### src/rtl/watch_set_ctrl.sv
`default_nettype none
// ============================================================================
// watch_set_ctrl : RUN/SET mode sequencer and stretched pls/clr pulse engine
//                  for the watch sec/min/hr counter chain.
// Revision       : 1.0
// ============================================================================
module watch_set_ctrl #(
    parameter int PW_CYC    = 4,
    parameter int GAP_CYC   = 4,
    parameter int TIMEOUT_S = 30
) (
    input  logic       clk,
    input  logic       rst,
    input  logic       tick_1hz,
    input  logic       btn_mode,
    input  logic       btn_up,
    input  logic       btn_clr,
    output logic       sec_pls,
    output logic       min_pls,
    output logic       hr_pls,
    output logic       sec_clr,
    output logic       min_clr,
    output logic       hr_clr,
    output logic       carry_blk,
    output logic [1:0] mode,
    output logic       blink
);

    typedef enum logic [1:0] {
        ENG_IDLE = 2'd0,
        ENG_HIGH = 2'd1,
        ENG_LOW  = 2'd2
    } eng_state_t;

    localparam logic [1:0] MODE_RUN = 2'd0;
    localparam logic [1:0] MODE_HR  = 2'd1;
    localparam logic [1:0] MODE_MIN = 2'd2;
    localparam logic [1:0] MODE_SEC = 2'd3;
    localparam logic [3:0] PW_LAST  = 4'(PW_CYC - 1);
    localparam logic [3:0] GAP_LAST = 4'(GAP_CYC - 1);
    localparam logic [5:0] TMO_LAST = 6'(TIMEOUT_S - 1);

    logic       btn_mode_q, btn_up_q, btn_clr_q;
    logic       mode_edge, up_edge, clr_edge, any_edge;
    eng_state_t eng_state;
    logic [3:0] eng_cnt;
    logic       eng_is_clr;
    logic       pending;
    logic [5:0] tmo_cnt;

    logic       in_set, eng_free, tick_want;
    logic       req_go, req_clr, tick_take;
    logic [2:0] req_tgt, unit_sel;
    logic [1:0] mode_nxt;

    assign mode_edge = btn_mode & ~btn_mode_q;
    assign up_edge   = btn_up   & ~btn_up_q;
    assign clr_edge  = btn_clr  & ~btn_clr_q;
    assign any_edge  = mode_edge | up_edge | clr_edge;
    assign in_set    = (mode != MODE_RUN);
    assign tick_want = ~in_set & (tick_1hz | pending);

    // Free in the final cycle of a pulse so a queued request follows with no idle gap.
    assign eng_free = (eng_state == ENG_IDLE)
                   || (eng_state == ENG_HIGH && eng_is_clr && eng_cnt == PW_LAST)
                   || (eng_state == ENG_LOW  && eng_cnt == GAP_LAST);

    // Target one-hot {hr,min,sec}; RUN selects all three (used by clear).
    always_comb begin
        case (mode)
            MODE_HR:  unit_sel = 3'b100;
            MODE_MIN: unit_sel = 3'b010;
            MODE_SEC: unit_sel = 3'b001;
            default:  unit_sel = 3'b111;
        endcase
    end

    always_comb begin
        req_go    = 1'b0;
        req_clr   = 1'b0;
        req_tgt   = 3'b000;
        tick_take = 1'b0;
        if (clr_edge) begin
            req_go  = eng_free;
            req_clr = 1'b1;
            req_tgt = unit_sel;
        end else if (up_edge && in_set) begin
            req_go  = eng_free;
            req_tgt = unit_sel;
        end else if (tick_want) begin
            req_go    = eng_free;
            req_tgt   = 3'b001;
            tick_take = eng_free;
        end
    end

    always_comb begin
        mode_nxt = mode;
        if (mode_edge) begin
            mode_nxt = mode + 2'd1;
        end else if (in_set && !any_edge && tick_1hz && tmo_cnt == TMO_LAST) begin
            mode_nxt = MODE_RUN;
        end
    end

    always_ff @(posedge clk or negedge rst) begin
        if (!rst) begin
            btn_mode_q <= 1'b0;
            btn_up_q   <= 1'b0;
            btn_clr_q  <= 1'b0;
            mode       <= MODE_RUN;
            carry_blk  <= 1'b0;
            blink      <= 1'b0;
            tmo_cnt    <= '0;
            pending    <= 1'b0;
            eng_state  <= ENG_IDLE;
            eng_cnt    <= '0;
            eng_is_clr <= 1'b0;
            {hr_pls, min_pls, sec_pls} <= 3'b000;
            {hr_clr, min_clr, sec_clr} <= 3'b000;
        end else begin
            btn_mode_q <= btn_mode;
            btn_up_q   <= btn_up;
            btn_clr_q  <= btn_clr;
            mode       <= mode_nxt;
            carry_blk  <= (mode_nxt != MODE_RUN);

            if (!in_set || mode_nxt != mode || any_edge) begin
                tmo_cnt <= '0;
            end else if (tick_1hz) begin
                tmo_cnt <= tmo_cnt + 6'd1;
            end

            if (!in_set || mode_nxt != mode) begin
                blink <= 1'b0;
            end else if (tick_1hz) begin
                blink <= ~blink;
            end

            if (mode_nxt != MODE_RUN) begin
                pending <= 1'b0;
            end else if (tick_take) begin
                pending <= 1'b0;
            end else if (tick_1hz && !in_set) begin
                pending <= 1'b1;
            end

            case (eng_state)
                ENG_HIGH: begin
                    if (eng_cnt == PW_LAST) begin
                        eng_state <= eng_is_clr ? ENG_IDLE : ENG_LOW;
                        eng_cnt   <= '0;
                        {hr_pls, min_pls, sec_pls} <= 3'b000;
                        {hr_clr, min_clr, sec_clr} <= 3'b000;
                    end else begin
                        eng_cnt <= eng_cnt + 4'd1;
                    end
                end
                ENG_LOW: begin
                    if (eng_cnt == GAP_LAST) begin
                        eng_state <= ENG_IDLE;
                        eng_cnt   <= '0;
                    end else begin
                        eng_cnt <= eng_cnt + 4'd1;
                    end
                end
                default: eng_cnt <= '0;
            endcase

            // An accepted request overrides the phase bookkeeping above.
            if (req_go) begin
                eng_state  <= ENG_HIGH;
                eng_cnt    <= '0;
                eng_is_clr <= req_clr;
                {hr_pls, min_pls, sec_pls} <= req_clr ? 3'b000 : req_tgt;
                {hr_clr, min_clr, sec_clr} <= req_clr ? req_tgt : 3'b000;
            end
        end
    end

endmodule
`default_nettype wire

### config.mk
export PLATFORM = sky130hd
export DESIGN_NAME = watch_set_ctrl
export DESIGN_NICKNAME = d
export VERILOG_FILES = /design/src/rtl/watch_set_ctrl.sv
export SDC_FILE = /design/constraint.sdc
export NUM_CORES = 1
export LEC_CHECK = 0
export ABC_AREA = 1
export CAP_MARGIN = 0
export CORE_MARGIN = 2
export CORE_UTILIZATION = 57
export DETAILED_ROUTE_END_ITERATION = 12
export GPL_ROUTABILITY_DRIVEN = 0
export GPL_TIMING_DRIVEN = 0
export PLACE_DENSITY = 0.81
export REMOVE_ABC_BUFFERS = 1
export SLEW_MARGIN = 10
export SYNTH_ARGS = -nofsm -noshare
export SYNTH_HDL_FRONTEND = slang
export SYNTH_SLANG_ARGS = --single-unit
### constraint.sdc
create_clock -name clk -period 2.2 [get_ports clk]
set_clock_uncertainty 0.05 [all_clocks]
set_input_delay 0.44 -clock clk [delete_from_list [all_inputs] [get_ports clk]]
set_output_delay 0.44 -clock clk [all_outputs]
set_load 0.02 [all_outputs]
==> tab_implementation.tex <==
\begin{tabular}{lr}
\hline
Metric & Value \\
\hline
\multicolumn{2}{l}{\textbf{Status}} \\
\quad Status & finished clean \\
\multicolumn{2}{l}{\textbf{Worst hold path}} \\
\quad Hold Crit Class & in -> async \\
\multicolumn{2}{l}{\textbf{Die}} \\
\quad Top-level I/O count & 16 \\
\quad CORE AREA & roughly 0.0024 sq mm \\
\quad Die Wd & 54.4 um \\
\quad Full die area & between 0.002 and 0.003 sq mm \\
\quad Number of placement rows & 18 \\
\quad Starting utilization of the core area & 59.6\% \\
\quad Chip Height & 54.4 um \\
\multicolumn{2}{l}{\textbf{Logic synthesis}} \\
\quad Area fraction of the dominant cell type after synthesis & 46.6\% \\
\quad Synthesized-area fraction occupied by ao, oa, aoi and oai cells & 7.08\% \\
\quad Share of the yosys chip area belonging to registers & between 40\% and 50\% \\
\quad Seq cells post-synth & 27 \\
\quad Simple logic cell fraction of the synthesized area & 26.0\% \\
\quad Synthesized-area fraction occupied by xor and xnor cells & 4.84\% \\
\quad Post-Syn Area per Cell & 9.17 sq um \\
\quad Adder-Cell Fraction of Synth Area & about 8\% \\
\quad Distinct cell type count after synthesis & 28 \\
\quad Area of the mapped netlist & 0.00145 sq mm \\
\quad Gate count of the mapped netlist & 158 \\
\quad Post-synth top area cell & dfrtp\_1 \\
\quad Synthesis warning total & 0 \\
\quad Cell types with the largest area share after synthesis & dfrtp\_1 47\%, ha\_1 7.8\%, nand2\_1 7.3\% \\
\quad Share of synthesized area spent on multiplexers & 0.691\% \\
\quad Largest family of logic cells by synthesized area & simple AND/OR/NAND/NOR gates \\
\multicolumn{2}{l}{\textbf{Timing}} \\
\quad Final min period & a little under 2 ns \\
\quad WHS & 0.0397 ns \\
\quad Worst-margin pin slew & 0.583 ns \\
\quad Final Slew Violations & 0 \\
\quad Count of endpoints failing setup in the final report & 0 \\
\quad Post-route clock period utilization & 88.0\% \\
\quad Worst-case headroom to the max-slew limit & 61.2\% \\
\quad Setup repair after global routing missed its margin & no \\
\quad Final worst setup slack & 0.264 ns \\
\quad Setup total negative slack & 0 ns \\
\quad Highest clock frequency the design can meet & 517 MHz \\
\quad Final count of hold timing violations & 0 \\
\multicolumn{2}{l}{\textbf{Power and ir drop}} \\
\quad Worst vdd ir & roughly 0.00070 V \\
\quad Static leakage & 0.796 nW \\
\quad Total power per unit cell area & about 1000 mW/mm\^{}2 \\
\quad Sum of internal, switching and leakage power & about 0.0016 W \\
\multicolumn{2}{l}{\textbf{Drt}} \\
\quad Wire length per cell after detailed routing & 11.6 um \\
\quad Final WL & 2380 um \\
\quad Total DRC errors in the routed layout & 0 \\
\quad 1st-iter DRT viols & 7 \\
\quad Number of vias in the routed layout & 1033 \\
\quad Avg Vias per Cell & 5.04 \\
\quad Number of nets with antenna violations after routing & 0 \\
\quad Length of the first detailed-routing pass in iterations & 4 \\
\multicolumn{2}{l}{\textbf{Worst setup path}} \\
\quad Startpoint type of the worst setup path & flip-flop \\
\quad Critical path class & reg -> out \\
\quad Cell-by-cell listing of the critical path & clkdlybuf4s50\_1 \\
\quad Critical path capture point type & output port \\
\quad Buffer and inverter count on the worst path & 1 \\
\quad Max stage delay cell, worst path & clkdlybuf4s50\_1 \\
\quad Req. time, crit path & about 1.7 ns \\
\quad Cell class contributing the biggest share of worst-path delay & buffers and inverters \\
\quad Worst Path Max Fanout & 5 \\
\quad Peak per-stage delay on the critical path & 0.65 ns \\
\quad Critical path arrival & 1.45 ns \\
\multicolumn{2}{l}{\textbf{Layout}} \\
\quad Most used cells in the layout excluding fill and tap cells & 28 x nand2\_1, 27 x dfrtp\_1, 21 x nor2\_1 \\
\quad Total inserted antenna cells & 0 \\
\quad Area added between synthesis and finish & 13.1\% \\
\quad Fraction of final layout cells sized beyond drive strength 1 & 13.1\% \\
\quad Net count reported at finish & 191 \\
\quad Most frequent standard cell in the layout excluding fill and tap cells & nand2\_1 \\
\quad Final instance area & 0.00164 sq mm \\
\multicolumn{2}{l}{\textbf{Clock network}} \\
\quad Worst skew pair latency & roughly 0.32 ns \\
\quad CTS tree & done \\
\quad CTS HTree Levels & 1 \\
\quad Gates resized, CTS repair & 0 \\
\quad Max Root-Sink Buffers & 2 \\
\quad Num Clock Sinks & 27 \\
\quad \# Post-CTS Setup Buffers & 0 \\
\quad Clock buffer count from CTS & 3 \\
\quad Cts-stage hold buffer count & 0 \\
\quad Root buf cell & clkbuf\_4 \\
\quad Clock edge transition at the registers on the reported setup and hold paths & 0.14 ns \\
\multicolumn{2}{l}{\textbf{Global route}} \\
\quad Number of global-route vias before repair & 1047 \\
\quad Pin count of the biggest net entering global routing & 28 \\
\quad Overall global routing resource usage & 19.8\% \\
\quad Overflow left after global routing & 0 \\
\quad Initial antenna violation count & 0 \\
\quad Global-route wire length before repair & approximately 4300 um \\
\multicolumn{2}{l}{\textbf{Place}} \\
\quad Post-Place Cell Area & 0.00162 sq mm \\
\quad Port buffer count & 15 \\
\quad Worst slack, placed & 0.224 ns \\
\quad Detailed-placement wirelength estimate & 1860 um \\
\multicolumn{2}{l}{\textbf{Job}} \\
\quad Max-cap violation count & 0 \\
\hline
\end{tabular}
==> state kept, by name, summed over array words and instances, names as in the netlist, 2 cells and up <==
name       flops
eng_state      2
tmo_cnt        6
mode           2
eng_cnt        4
==> logic make-up (layout without fill, tap and decap cells) <==
logic type                 after synthesis  in the layout
AOI/OAI and AO/OA                       13             13
muxes                                    1              1
DFF                                     27             27
buffers and inverters                   24             41
and+or+nand+nor                         76             76
adders and majority gates                9              9
xor gates and xnor gates                 8              8
==> routing by layer <==
layer  GRT usage, %  vias up  part of all wire, %
met4           7.08        0                  1.0
met5              0        -                    0
met3           2.73        4                  2.3
li1               -      533                    -
met2           35.3       13                   50
met1           24.1      483                   47
==> final timing paths <==
| kind | from | end | slack [ns] | cells after the start |
|---|---|---|---|---|
| worst min-delay path | rst | eng_state[0]$_DFFE_PN0P_ | 0.04 | 1 |
| worst max register to register | mode[0]$_DFF_PN0_ | tmo_cnt[0]$_DFFE_PN0P_ | 0.44 | 10 |
| worst max-delay path | mode[0]$_DFF_PN0_ | mode[0] | 0.26 | 1 |
| min in group clk | eng_cnt[0]$_DFF_PN0_ | eng_cnt[0]$_DFF_PN0_ | 0.42 | 1 |
| max in group asynchronous | rst | tmo_cnt[3]$_DFFE_PN0P_ | 1.66 | 1 |
| worst min register to register | eng_cnt[0]$_DFF_PN0_ | eng_cnt[0]$_DFF_PN0_ | 0.42 | 1 |
==> final cells by class <==
cell class                      instances  area (sq um)
Clock buffer                            4          26.3
Sequential cell                        27           676
Multi-Input combinational cell        107           672
Inverter                               22          82.6
Fill cell                             204           793
Timing Repair Buffer                   15           145
Tap cell                               30          37.5
==> cell usage after synthesis <==
cell / instances
nand2_1: 28
dfrtp_1: 27
nor2_1: 21
inv_1: 18
nand3_1: 12
ha_1: 9
xnor2_1: 5
o21ai_1: 4
inv_2: 3
nand2_2: 3
nand3_2: 3
nor2_2: 3
o2111ai_1: 3
xor2_1: 3
nand2_4: 2
nor3_1: 2
a21boi_2: 1
a21oi_1: 1
buf_4: 1
buf_6: 1
clkinv_1: 1
mux2i_1: 1
nand4_4: 1
nor2_4: 1
o211ai_1: 1
o21ai_0: 1
o21ai_2: 1
o21bai_4: 1
==> stage by stage <==
step,utilization (%),cells
2_1_floorplan,-,156
3_3_place_gp,66.5,201
3_5_place_dp,66.5,201
4_1_cts,67.6,205
5_1_grt,67.4,205
6_report,67.4,205
==> report_power, final <==
part	total, W	internal (W)	switching [W]	leakage (nW)
combinational	0.000744	0.000315	0.000430	0.429
sequential	0.000691	0.000610	0.0000814	0.352
clock	0.000209	0.0000709	0.000138	0.0150
total	0.00164	0.000995	0.000649	0.796
(Power assumes the default switching activity.)
==> edit 1 (config.mk and constraints unchanged) <==
Register the inputs `tick_1hz`, `btn_mode`, `btn_up` and `btn_clr` before use. The logic sees them one clock later.
--- a/src/rtl/watch_set_ctrl.sv
+++ b/src/rtl/watch_set_ctrl.sv
@@ -40,6 +40,18 @@
     localparam logic [3:0] GAP_LAST = 4'(GAP_CYC - 1);
     localparam logic [5:0] TMO_LAST = 6'(TIMEOUT_S - 1);
 
+    logic tick_1hz_q;
+    logic btn_mode_r;
+    logic btn_up_r;
+    logic btn_clr_r;
+
+    always_ff @(posedge clk) begin
+        tick_1hz_q <= tick_1hz;
+        btn_mode_r <= btn_mode;
+        btn_up_r   <= btn_up;
+        btn_clr_r  <= btn_clr;
+    end
+
     logic       btn_mode_q, btn_up_q, btn_clr_q;
     logic       mode_edge, up_edge, clr_edge, any_edge;
     eng_state_t eng_state;
@@ -53,12 +65,12 @@
     logic [2:0] req_tgt, unit_sel;
     logic [1:0] mode_nxt;
 
-    assign mode_edge = btn_mode & ~btn_mode_q;
-    assign up_edge   = btn_up   & ~btn_up_q;
-    assign clr_edge  = btn_clr  & ~btn_clr_q;
+    assign mode_edge = btn_mode_r & ~btn_mode_q;
+    assign up_edge   = btn_up_r & ~btn_up_q;
+    assign clr_edge  = btn_clr_r & ~btn_clr_q;
     assign any_edge  = mode_edge | up_edge | clr_edge;
     assign in_set    = (mode != MODE_RUN);
-    assign tick_want = ~in_set & (tick_1hz | pending);
+    assign tick_want = ~in_set & (tick_1hz_q | pending);
 
     // Free in the final cycle of a pulse so a queued request follows with no idle gap.
     assign eng_free = (eng_state == ENG_IDLE)
@@ -98,7 +110,7 @@
         mode_nxt = mode;
         if (mode_edge) begin
             mode_nxt = mode + 2'd1;
-        end else if (in_set && !any_edge && tick_1hz && tmo_cnt == TMO_LAST) begin
+        end else if (in_set && !any_edge && tick_1hz_q && tmo_cnt == TMO_LAST) begin
             mode_nxt = MODE_RUN;
         end
     end
@@ -119,21 +131,21 @@
             {hr_pls, min_pls, sec_pls} <= 3'b000;
             {hr_clr, min_clr, sec_clr} <= 3'b000;
         end else begin
-            btn_mode_q <= btn_mode;
-            btn_up_q   <= btn_up;
-            btn_clr_q  <= btn_clr;
+            btn_mode_q <= btn_mode_r;
+            btn_up_q   <= btn_up_r;
+            btn_clr_q  <= btn_clr_r;
             mode       <= mode_nxt;
             carry_blk  <= (mode_nxt != MODE_RUN);
 
             if (!in_set || mode_nxt != mode || any_edge) begin
                 tmo_cnt <= '0;
-            end else if (tick_1hz) begin
+            end else if (tick_1hz_q) begin
                 tmo_cnt <= tmo_cnt + 6'd1;
             end
 
             if (!in_set || mode_nxt != mode) begin
                 blink <= 1'b0;
-            end else if (tick_1hz) begin
+            end else if (tick_1hz_q) begin
                 blink <= ~blink;
             end
 
@@ -141,7 +153,7 @@
                 pending <= 1'b0;
             end else if (tick_take) begin
                 pending <= 1'b0;
-            end else if (tick_1hz && !in_set) begin
+            end else if (tick_1hz_q && !in_set) begin
                 pending <= 1'b1;
             end
 
Check against the original RTL: not equivalent (Yosys sat finds a counterexample within 4 cycles, from zero or initial values and one cycle with rst low).
==> edit 1 against the original RTL <==
- sequential share of layout area up 1.6 points
- worst hold slack better by 0.0099 ns
- total power up 15%
- worst setup slack better by 0.023 ns
- synthesized area up 6.3%
- global-route usage down 0.91 points
- final area up 7.6%
- sequential cell count up 4
- via count up 6.3%
- wire length up 8.0%
- largest cell class unchanged
- largest power group is now sequential cells
==> edit 1: results (changes against the original RTL) <==
[run_status]
status=complete, no violations

[timing]
hold_slack_ns=0.04960  ; +0.009871 ns
finalWorstSetupSlack_ns=0.2868  ; +0.02275 ns
max_slew_margin_pct=61.41  ; +0.25 points

[worst_setup_path]
reg2regPathDepth=10  ; unchanged
worstReg2RegEnd=tmo_cnt[3]$_DFFE_PN0P_
crit_type=register to primary output
endpoint=mode[0]
arrival_ns=1.42  ; -0.03 ns
crit_fanout=5  ; unchanged

[cells_and_area]
stdcell_count=213  ; +3.9%
seqCellArea_um2=755.7  ; +12%
syn_to_final_growth_pct=14.54
drive_gt1_share_pct=19.67  ; +6.5 points
nClkBuffers=7  ; +3
clk_share_pct=3.404  ; +1.8 points
nets=197  ; +3.1%
multi_input_area_share_pct=38.72  ; -2.3 points
fillers=213  ; +4.4%
buf_share_pct=8.227  ; -0.63 points
diodes=0  ; unchanged

[routing]
dr_wl_met2_um=1212  ; +2.6%
met3_length_um=118  ; +110%
drt_wl_total_um=2571  ; +8.0%
routed_via_density=5.155  ; +2.3%
met1_length_um=1177  ; +5.3%
drt_iter0_drc=20  ; +13

[pwr]
p_leak_nw=0.8485  ; +6.5%
ir_drop_v=0.0008146  ; +16%
switching_share_pct=38.25  ; -1.2 points

[logic_synthesis]
synth_commonest_cells=dfrtp_1 (27), nand2_1 (26), inv_1 (18), nand3_1 (13), nor2_1 (13)
synth_cell_types=29  ; +3.6%
syn_avg_cell_area_um2=9.508  ; +3.7%
synthArstFlopShare_pct=87.10  ; -13 points
yosysSeqAreaShare_pct=49.07  ; +2.4 points
ys_top_cells_by_area=dfrtp_1 (44%), ha_1 (7.3%), nand2_1 (6.3%)

[cts]
cts_max_level=2  ; +1
cts.sinks=31  ; +15%
clk_latency_ns=0.33
cts_buffers=5  ; +2
clkTransAtPathRegs_ns=0.09  ; -0.05 ns

[placed_design]
io_buffer_count=15  ; unchanged
post-place-ws_ns=0.2542  ; +0.02999 ns
dp_hpwl_um=1924  ; +3.3%
placed_cell_area_um2=1709  ; +5.6%

[die]
row_count=18  ; unchanged

[global_route]
grt_pass1_wl_um=4519  ; +6.0%
grt_usage_pct=18.86  ; -0.91 points
grt_max_degree=28  ; unchanged
grt_pass1_vias=1083  ; +3.4%

==> edit 1: power by group through the flow <==
stage                     logic, W  clock network [W]  registers (W)
after floorplan           0.000449                  0       0.000864
after global placement    0.000759                  0       0.000787
after detailed placement  0.000785                  0       0.000795
after CTS                 0.000790           0.000354       0.000784
after global routing      0.000866           0.000382       0.000800
final                     0.000778           0.000338       0.000783
==> edit 1: layer usage <==
metal,track usage [%],vias up
li1,-,555
met1,21.33,516
met2,30.92,19
met3,7.209,8
met4,9.524,0
met5,0,-
==> edit 1: kinds of logic (layout without fill, tap and decap cells) <==
| kind of cell | count (synthesis) | count (layout) | share of synthesized area, % |
|---|---|---|---|
| mux | 1 | 1 | 0.6499 |
| xor+xnor | 8 | 8 | 4.549 |
| buf+inv | 24 | 45 | 6.580 |
| flops | 31 | 31 | 49.07 |
| simple gates | 76 | 76 | 25.18 |
| fa+ha+maj | 9 | 9 | 7.311 |
| compound gates | 13 | 13 | 6.661 |
==> edit 2 (config.mk and constraints unchanged) <==
Made on the original files. Change the parameter `TIMEOUT_S` from 30 to 15.
--- a/src/rtl/watch_set_ctrl.sv
+++ b/src/rtl/watch_set_ctrl.sv
@@ -7,7 +7,7 @@
 module watch_set_ctrl #(
     parameter int PW_CYC    = 4,
     parameter int GAP_CYC   = 4,
-    parameter int TIMEOUT_S = 30
+    parameter int TIMEOUT_S = 15
 ) (
     input  logic       clk,
     input  logic       rst,
Behaviour: same outputs for any inputs over 10 cycles, from zero or initial values and one cycle with rst low; that may be too few to reach the edited logic, so the function may still have changed.
==> edit 2 against the original RTL <==
- worst setup slack improved by 0.022 ns
- total power rose by 1.5%
- first-iteration DRC count rose by 140%
- largest power group unchanged
- sequential cell count did not move
- wire length rose by 5.5%
- final area rose by 0.53%
- count of clock-buffer cells in the layout did not move
- via count rose by 2.3%
- sequential share of layout area fell by 0.22 points
- synthesized cell count rose by 0.63%
- synthesized area barely moved
- cell count rose by 0.98%
==> edit 2: results (changes against the original RTL) <==
[logic_synthesis]
yosysSeqAreaShare_pct=46.59  ; about the same
synth_fa_ha_area_share_pct=7.765  ; about the same
synth_cell_types=25  ; -11%
synthCells=159  ; +0.63%
synth_compound_area_share_pct=7.420  ; +0.34 points
synthXorXnorAreaFrac_pct=4.228  ; -0.61 points
yosysWarnings=0  ; unchanged
synth_ff_type=dfrtp_1
synth_commonest_cells=nand2_1 (28), dfrtp_1 (27), inv_1 (19), nor2_1 (19), nand3_1 (11)
synthMuxAreaShare_pct=0  ; -0.69 points
ys_top_cells_by_area=dfrtp_1 (47%), ha_1 (7.8%), nand2_1 (7.2%)
synthArstFlopShare_pct=100.0  ; unchanged

[cells_and_area]
nets=193  ; +1.0%
fillers=200  ; -2.0%
drive_gt1_share_pct=16.38  ; +3.2 points
diodes=0  ; unchanged
top_regs=tmo_cnt: 6 flops, eng_cnt: 4 flops
stdcell_count=207  ; +0.98%

[worst_setup_path]
critPathMaxStageDelay_ns=0.64
crit_fanout=5  ; unchanged
reg2regPathDepth=7  ; -3
crit_family=buffers and inverters
reg2reg_from=mode[0]$_DFF_PN0_
arrival_ns=1.42  ; -0.03 ns
worstReg2RegEnd=eng_cnt[3]$_DFF_PN0_
slowest_stage=clkdlybuf4s50_1
reg2reg_setup_slack_ns=0.42  ; -0.02 ns

[timing]
tightest_slew_ns=0.5898  ; +0.007158 ns
hold_slack_ns=0.04505  ; +0.005314 ns

[pwr]
ir_drop_v=0.0006660  ; -4.9%
p_leak_nw=0.7919  ; -0.58%

[cts]
postCtsSetupBuffers=0  ; unchanged
cts_buffers=3  ; unchanged
cts_resized=0  ; unchanged
clkTransAtPathRegs_ns=0.14  ; about the same
cts_root_buffer=clkbuf_4
clk_latency_ns=0.32  ; about the same
cts_max_path_buffers=2  ; unchanged
hold_buffers=0  ; unchanged
cts_max_level=1  ; unchanged

[global_route]
grt_pass1_wl_um=4264  ; unchanged
grt_pass1_vias=1033  ; -1.3%
grt_usage_pct=20.27  ; +0.50 points
antenna_found_initial=0  ; unchanged
grt_max_degree=28  ; unchanged

[routing]
vias=1057  ; +2.3%
drt_iter0_drc=17  ; +10
wire_per_inst_um=12.13  ; +4.4%
drtPass1Iterations=4  ; unchanged

[placed_design]
io_buffer_count=15  ; unchanged
post-place-ws_ns=0.2524  ; +0.02814 ns
dp_hpwl_um=1919  ; +3.1%
placed_cells=203  ; +1.0%

[run_status]
status=complete, no violations

[worst_hold_path]
hold_path.class=primary input to async pin

==> edit 2: where the power goes <==
group,switching (W),total (W),internal (W)
registers,0.0000835,0.000693,0.000610
clock network,0.000144,0.000215,0.0000710
logic,0.000446,0.000761,0.000315
total,0.000673,0.00167,0.000995
==> edit 2: layout make-up <==
type	instances	share of cell area, %
inverter	22	5.011
multi-input combinational	109	41.31
tap	30	2.278
timing repair buffer	15	8.808
clock buffer	4	1.595
sequential	27	41.00
==> edit 2: per-layer routing <==
layer  track usage [%]  up-vias  part of all wire (%)
li1                  -      541                     -
met1             24.74      497                    46
met2             35.74       14                    50
met3             2.459        5                   1.8
met4             8.750        0                   1.8
met5                 0        -                     0
==> edit 2: logic make-up after synthesis <==
| family | Yosys count |
|---|---|
| simple gates | 79 |
| flops | 27 |
| buf+inv | 23 |
| compound gates | 14 |
| fa+ha+maj | 9 |
| xor+xnor | 7 |
==> edit 2: worst max path at each step <==
stage	slack, ns	from	end	depth (start not counted)
after global placement	0.29	rst	tmo_cnt[1]$_DFFE_PN0P_	1
final	0.29	mode[0]$_DFF_PN0_	mode[0]	1
after floorplan	0.48	mode[0]$_DFF_PN0_	tmo_cnt[3]$_DFFE_PN0P_	10
after global routing	0.21	mode[0]$_DFF_PN0_	eng_cnt[0]$_DFF_PN0_	8
after CTS	0.26	mode[0]$_DFF_PN0_	mode[0]	1
after detailed placement	0.25	rst	tmo_cnt[0]$_DFFE_PN0P_	1
==> edit 2: per-stage QoR <==
step | cell area, um^2 | total power, W | utilization [%]
6_report | 1648 | 0.001669 | 67.13
5_1_grt | 1648 | 0.001793 | 67.13
4_1_cts | 1653 | 0.001682 | 67.33
3_5_place_dp | 1627 | 0.001471 | 66.26
3_3_place_gp | 1627 | 0.001433 | 66.26
2_1_floorplan | 1439 | 0.001211 | -
